==> src/rtl/cmsdk_clock_gate_ctrl_pkg.sv <==
// Shared definitions for the clock-stop controller: state encoding,
// default dwell parameters and the Moore output decode.
`timescale 1ns/1ps
package cmsdk_clock_gate_ctrl_pkg;

  typedef enum logic [1:0] {
    ST_RUN     = 2'b00,
    ST_REQ     = 2'b01,
    ST_STOPPED = 2'b11,
    ST_WAKE    = 2'b10
  } state_e;

  localparam int DEF_IDLE_CYCLES = 16;
  localparam int DEF_WAKE_CYCLES = 2;
  localparam int DEF_CNT_WIDTH   = 8;

  // Returns {clkenable, stopreq, gated} for a given state.
  function automatic logic [2:0] decode_outputs(state_e s);
    logic [2:0] o;
    o = 3'b100;
    case (s)
      ST_RUN:     o = 3'b100;
      ST_REQ:     o = 3'b110;
      ST_STOPPED: o = 3'b011;
      ST_WAKE:    o = 3'b100;
      default:    o = 3'b100;
    endcase
    return o;
  endfunction

endpackage

==> src/rtl/cmsdk_clock_gate_ctrl_cnt.sv <==
// Clearable up-counter that saturates at TERMINAL and flags terminal count.
`timescale 1ns/1ps
module cmsdk_clock_gate_ctrl_cnt #(
  parameter int WIDTH    = 8,
  parameter int TERMINAL = 0
) (
  input  logic clk_i,
  input  logic srst_i,
  input  logic clr_i,
  input  logic inc_i,
  output logic tc_o
);

  localparam logic [WIDTH-1:0] TC_VAL = WIDTH'(TERMINAL);

  logic [WIDTH-1:0] cnt_q;

  assign tc_o = (cnt_q == TC_VAL);

  always_ff @(posedge clk_i) begin
    if (srst_i || clr_i) begin
      cnt_q <= '0;
    end else if (inc_i && !tc_o) begin
      cnt_q <= cnt_q + 1'b1;
    end
  end

endmodule

==> src/rtl/cmsdk_clock_gate_ctrl.sv <==
// Clock-stop controller: idle detection, stop request/acknowledge handshake
// and enable generation for one peripheral clock gate.
`timescale 1ns/1ps
module cmsdk_clock_gate_ctrl
  import cmsdk_clock_gate_ctrl_pkg::*;
#(
  parameter int IDLE_CYCLES = DEF_IDLE_CYCLES,
  parameter int WAKE_CYCLES = DEF_WAKE_CYCLES,
  parameter int CNT_WIDTH   = DEF_CNT_WIDTH
) (
  input  logic CLK,
  input  logic RESET,
  input  logic GATEEN,
  input  logic BUSY,
  input  logic WAKEUP,
  input  logic TESTMODE,
  input  logic STOPACK,
  output logic CLKENABLE,
  output logic DISABLEG,
  output logic STOPREQ,
  output logic GATED
);

  state_e state_q, state_d;
  logic   armed_q, armed_d;
  logic   clken_q, stopreq_q, gated_q;
  logic   wk;
  logic   idle_tc, wake_tc;
  logic   go_req;
  logic   idle_clr;
  logic   wake_clr;

  assign wk = BUSY | WAKEUP | ~GATEEN | TESTMODE;

  // Arming requires STOPACK to have been seen low since the last stop, so a
  // stale acknowledge can never complete a fresh request.
  assign go_req   = (state_q == ST_RUN) && !wk && idle_tc && (armed_q || !STOPACK);
  assign idle_clr = (state_q != ST_RUN) || wk || go_req;
  assign wake_clr = (state_q != ST_WAKE);

  cmsdk_clock_gate_ctrl_cnt #(
    .WIDTH    (CNT_WIDTH),
    .TERMINAL (IDLE_CYCLES - 1)
  ) u_idle_cnt (
    .clk_i  (CLK),
    .srst_i (RESET),
    .clr_i  (idle_clr),
    .inc_i  (!wk),
    .tc_o   (idle_tc)
  );

  cmsdk_clock_gate_ctrl_cnt #(
    .WIDTH    (CNT_WIDTH),
    .TERMINAL (WAKE_CYCLES - 1)
  ) u_wake_cnt (
    .clk_i  (CLK),
    .srst_i (RESET),
    .clr_i  (wake_clr),
    .inc_i  (1'b1),
    .tc_o   (wake_tc)
  );

  always_comb begin
    state_d = state_q;
    armed_d = armed_q;
    if ((state_q == ST_RUN || state_q == ST_WAKE) && !STOPACK) begin
      armed_d = 1'b1;
    end
    case (state_q)
      ST_RUN: begin
        if (go_req) state_d = ST_REQ;
      end
      ST_REQ: begin
        if (wk) begin
          state_d = ST_RUN;
        end else if (STOPACK) begin
          state_d = ST_STOPPED;
          armed_d = 1'b0;
        end
      end
      ST_STOPPED: begin
        if (wk) state_d = ST_WAKE;
      end
      ST_WAKE: begin
        if (wake_tc && !STOPACK) state_d = ST_RUN;
      end
      default: state_d = ST_RUN;
    endcase
  end

  // Outputs are registered from the next state so they align with state_q.
  always_ff @(posedge CLK) begin
    if (RESET) begin
      state_q   <= ST_RUN;
      armed_q   <= 1'b0;
      clken_q   <= 1'b1;
      stopreq_q <= 1'b0;
      gated_q   <= 1'b0;
    end else begin
      state_q <= state_d;
      armed_q <= armed_d;
      {clken_q, stopreq_q, gated_q} <= decode_outputs(state_d);
    end
  end

  assign CLKENABLE = clken_q;
  assign STOPREQ   = stopreq_q;
  assign GATED     = gated_q;
  assign DISABLEG  = TESTMODE;

endmodule

==> config.mk <==
export PLATFORM = sky130hd
export DESIGN_NAME = cmsdk_clock_gate_ctrl
export DESIGN_NICKNAME = d
export VERILOG_FILES = /design/src/rtl/cmsdk_clock_gate_ctrl_pkg.sv /design/src/rtl/cmsdk_clock_gate_ctrl_cnt.sv /design/src/rtl/cmsdk_clock_gate_ctrl.sv
export SDC_FILE = /design/constraint.sdc
export NUM_CORES = 1
export LEC_CHECK = 0
export ABC_AREA = 1
export CORE_MARGIN = 5
export CORE_UTILIZATION = 49
export DETAILED_ROUTE_END_ITERATION = 7
export GPL_TIMING_DRIVEN = 0
export PLACE_DENSITY = 0.73
export REMOVE_ABC_BUFFERS = 1
export SLEW_MARGIN = 10
export SYNTH_ARGS = -nofsm -noshare
export SYNTH_HDL_FRONTEND = slang
export SYNTH_SLANG_ARGS = --single-unit
==> constraint.sdc <==
create_clock -name CLK -period 1.25 [get_ports CLK]
set_input_delay 0.125 -clock CLK [delete_from_list [all_inputs] [get_ports CLK]]
set_output_delay 0.125 -clock CLK [all_outputs]
set_load 0.01 [all_outputs]
# After elaboration in Yosys (flattened, before gate mapping)
# Cells that the tools add are included.
# totals
register_bits	22
latchBits	0
ramBits	0
mem_bits_ro	0
elab_cells	52
n_memories	0
# op_classes
n_addsub	2
multipliers	0
div_mod_pow	0
n_lt_le_gt_ge	0
eq_ne	9
shift	0
mux	11
n_bitwise	4
n_reduce_logical	19
# op_table
cell	count
$add 8x1->8 const B	2
$mux 2	5
$pmux 3 s3	1
$eq 2x2->1 const B	4
$eq 8x1->1 const B	1
$eq 8x4->1 const B	1
$pmux 2 s4	1
$logic_and 1x1->1	6
$logic_or 1x1->1	6
$eq 2x1->1 const B	2
$logic_not 2->1	2
$mux 1	4
$logic_not 1->1	3
$or 1x1->1	3
$ne 2x2->1 const B	1
$reduce_bool 2->1	1
$reduce_or 2->1	1
$not 1->1	1

# Logic depth before layout (Yosys ltp)
# depth
depth_word	12
depth_mapped	9

# Cells and area by module
# Synthesis repeated with hierarchy kept, for this count alone.
# hier_totals
cells_unflattened	183
hier_area_um2	1219.9
# modules_own_cells
module	instances	cells_each	area_per_inst_um2
cmsdk_clock_gate_ctrl_cnt (u_wake_cnt)	1	74	499.2
cmsdk_clock_gate_ctrl_cnt (u_idle_cnt)	1	67	426.7
cmsdk_clock_gate_ctrl	1	42	294.0

# Worst setup path after synthesis
# No wires, ideal clock.
# synth_timing
kind	register to register
from	register u_idle_cnt.cnt_q[0]
to	register clken_q, in the netlist CLKENABLE
t_arrival_ns	1.098
required_time_ns	1.125
path_slack_ns	0.027
stages_incl_launch_ff	7
n_path_buf	0
synth_period_minus_slack_ns	1.223
cell_sequence	dfxtp_1 > ha_1 > nand3_2 > nor2_4 > nand2_2 > o21ai_0 > nand3_1
# synth_via
elab_chain_cells	8
word_cells_on_any_way	11
cone_classes	4 x eq/ne; 3 x mux; 4 x reduce/logical
# synth_rtl
element	line_no	text
start, declared	cmsdk_clock_gate_ctrl_cnt.sv:16	logic [WIDTH-1:0] cnt_q;
start signal, assigned	cmsdk_clock_gate_ctrl_cnt.sv:24	cnt_q <= cnt_q + 1'b1;
$eq 8x4->1 (*)	cmsdk_clock_gate_ctrl_cnt.sv:18	assign tc_o = (cnt_q == TC_VAL);
$logic_and 1x1->1 (*) (2 in a row)	cmsdk_clock_gate_ctrl.sv:37	assign go_req = (state_q == ST_RUN) && !wk && idle_tc && (armed_q || !STOPACK);
$mux 2 (*)	cmsdk_clock_gate_ctrl.sv:71	if (go_req) state_d = ST_REQ;
$pmux 2 s4 (*)	cmsdk_clock_gate_ctrl.sv:69	case (state_q)
$eq 2x2->1 / $logic_not 2->1 (equally long branches)	cmsdk_clock_gate_ctrl_pkg.sv:21	case (s)
$reduce_or 2->1 (no source line)	--	
$pmux 3 s3 (*)	cmsdk_clock_gate_ctrl_pkg.sv:21	
end signal, assigned	cmsdk_clock_gate_ctrl.sv:102	{clken_q, stopreq_q, gated_q} <= decode_outputs(state_d);
end, declared	cmsdk_clock_gate_ctrl.sv:26	logic clken_q, stopreq_q, gated_q;
# Mark *: on every way between the ends. The rest lies on a longest branch, timed or not.
# A chain may end at the register's enable or synchronous reset.

# Final worst setup path
# layout_timing
from	register u_idle_cnt.cnt_q[1]
to	register clken_q, in the netlist CLKENABLE
# Same word-level chain as after synthesis.

==> summary.md <==
| Metric | Value |
|---|---|
| Clock edge transition at the registers on the reported setup and hold paths | `130 ps` |
| First-pass GRT wire length | `3.68 mm` |
| Fin Hold WS | `465 ps` |
| CTS tree | `done` |
| Via/cell ratio | `5.03` |
| Drt drc | `0` |
| Synth warnings | `0` |
| TNS Setup | `0 ps` |
| Crit. End Element | `flop` |
| Crit share post-route | `99.0%` |
| Tot Pwr | `roughly 1.3 mW` |
| Via count | `slightly above 1k` |
| Register area share after synthesis | `38.9%` |
| Worst Path Max Fanout | `4` |
| Final Worst Setup Slack | `12.8 ps` |
| IO Port Bufs | `10` |
| Layout Cells excl Fill | `202` |
| Final Skew | `approximately 11 ps` |
| Total grt overflow | `0` |
| Dpl hpwl | `~1.6 mm` |
| Drt wl/cell | `11.0 um` |
| Slew @ Worst Pin | `about 270 ps` |
| Endpoints failing setup | `0` |
| Required @ worst endpoint | `1460 ps` |
| Largest net degree at the start of global routing | `14` |
| Synth-to-Final Area Change | `24.0%` |
| Data arrival time of the worst path | `1440 ps` |
| Commonest cells after routing, fill and taps aside | `30 x nand2_1, 23 x nor2_1, 22 x inv_1` |
| Root buffer cell | `clkbuf_4` |
| Fin nets | `185` |
| Syn avg cell area | `roughly 7 um2` |
| I/O pin total | `11` |
| Worst-skew pair later-pin latency | `300 ps` |
| Status | `finished clean` |
| Yosys cell types | `24` |
| Fraction of layout cells with a size suffix above 1 | `22.4%` |
| Placed cell area | `0.00126 mm2` |
| Critical path launch point type | `flop` |
| Max VDD drop | `0.552 mV` |
| Chip Height | `58.0 um` |
| Die area | `0.00337 mm2` |
| Mapped Cells | `159` |
| Commonest non-fill, non-tap cell in the layout | `nand2_1` |
| Drt first pass iters | `4` |
| Tot GR Track Use | `13.5%` |
| Num Clock Sinks | `22` |
| Drt total wl | `2.22 mm` |
| Initial antenna violation count | `0` |
| Final Hold Violating Endpoints | `0` |
| DP Worst Slack | `-226 ps` |
| Starting Density | `around half` |
| Final instance area | `0.00140 mm2` |
| Slew Limit Fails | `0` |
| Hold Path Class | `in2reg` |
| Row count | `17` |
| Starting DRT DRC Count | `30` |
| Final Util | `63.4%` |
| Placed cell count | `196` |
| #FFs+latches synth | `22` |
| Leak | `0.554 nW` |
| Core Area | `0.00221 mm2` |
| Synthesized cell area | `approximately 0.0011 mm2` |
| Antenna Cells | `0` |
| P per Cell Area | `930 mW/mm2` |
| Setup CP Type | `reg2reg` |
| Die Wd | `between 50 and 60 um` |
| CTS buffer count | `3` |
| Routability cong. | `~0.9` |
| Unrepaired setup endpoints after global routing | `yes` |
| # hold bufs at CTS | `0` |
| Post-DRT Antenna Nets | `0` |
| CTS H-tree lvls | `1` |
| Fmax | `0.808 GHz` |
| Worst slew margin | `81.9%` |
| Vias in the first global route | `949` |
| Final min period | `~1200 ps` |
| Clock Path Buffers | `2` |
| Max Cap Violations | `0` |
-- worst max-delay path: stages (launching register included) --
cell	delay, ps
dfxtp_4	390
ha_4	160
nand3_4	90
nor2_4	160
nand2_2	110
o21ai_1	150
nand3_1	80
-- worst paths after layout --
path	from	to	slack [ps]	cells after the start
hold / removal	RESET	state_q[0]$_SDFF_PP0_	470	2
setup / recovery	u_idle_cnt.cnt_q[1]$_SDFFE_PP0P_	CLKENABLE$_SDFF_PP1_	10	6
hold reg to reg	u_wake_cnt.cnt_q[0]$_SDFFE_PP0P_	u_wake_cnt.cnt_q[0]$_SDFFE_PP0P_	470	1
setup reg to reg	u_idle_cnt.cnt_q[1]$_SDFFE_PP0P_	CLKENABLE$_SDFF_PP1_	10	6
-- area by class of cell --
class | instances | area (um2)
fill | 198 | 810
multi-input combinational | 112 | 663
sequential | 22 | 452
timing repair buffer | 12 | 110
inverter | 24 | 90.1
tap | 28 | 35.0
clock inverter | 1 | 30.0
clock buffer | 3 | 22.5
-- cell families (layout without fill, tap and decap cells) --
kind of cell | after synthesis | after routing | synth area share (%)
buffers and inverters | 25 | 40 | 8.63
adders and majority gates | 3 | 3 | 3.32
xor gates and xnor gates | 6 | 6 | 4.65
AOI/OAI and AO/OA | 14 | 14 | 6.97
and+or+nand+nor | 89 | 89 | 37.5
DFF | 22 | 22 | 38.9
-- cells in the mapped netlist --
| cell | number | area share [%] |
|---|---|---|
| nand2_1 | 33 | 11 |
| nor2_1 | 25 | 8.3 |
| inv_1 | 23 | 7.6 |
| dfxtp_1 | 22 | 39 |
| nand3_1 | 11 | 4.9 |
| a21oi_1 | 7 | 3.1 |
| nor2_2 | 5 | 2.8 |
| xor2_1 | 5 | 3.9 |
| nand2_2 | 4 | 2.2 |
| o21ai_0 | 4 | 1.8 |
| ha_1 | 3 | 3.3 |
| nand3_2 | 2 | 1.8 |
| nand4_1 | 2 | 1.1 |
| nor3_1 | 2 | 0.88 |
| nor3b_1 | 2 | 1.3 |
| a21oi_2 | 1 | 0.77 |
| buf_4 | 1 | 0.66 |
| inv_2 | 1 | 0.33 |
| nor2_4 | 1 | 1.0 |
| nor2_8 | 1 | 1.8 |
| o211a_1 | 1 | 0.88 |
| o21ai_1 | 1 | 0.44 |
| or2_0 | 1 | 0.55 |
| xnor2_1 | 1 | 0.77 |
-- state kept, by name, summed over array words and instances, names as in the netlist --
signal,count
u_idle_cnt.cnt_q,8
u_wake_cnt.cnt_q,8
state_q,2
CLKENABLE,1
GATED,1
STOPREQ,1
armed_q,1
-- metal layers --
metal / share of wire, % / wire [um] / global-route usage (%) / up-vias
met3: 4.2 / 94 / 2.00 / 6
li1: - / - / - / 527
met2: 48 / 1060 / 22.9 / 29
met4: 2.6 / 57 / 6.62 / 0
met5: 0 / 0 / 0 / -
met1: 45 / 1010 / 16.6 / 454
-- report_power, final --
part	switching [mW]	internal, mW	total (mW)
logic	0.0330	0.0287	0.0616
registers	0.00119	0.701	0.702
clock network	0.217	0.324	0.540
total	0.251	1.05	1.30
-- timing repair --
| action | CTS | global route |
|---|---|---|
| gates resized for setup | 9 | 23 |
| cloned | 0 | 0 |
| setup buffers | 1 | 1 |
| endpoints found under the setup margin | 16 | 20 |
| pin swaps | 2 | 6 |
(Power assumes the default switching activity.)
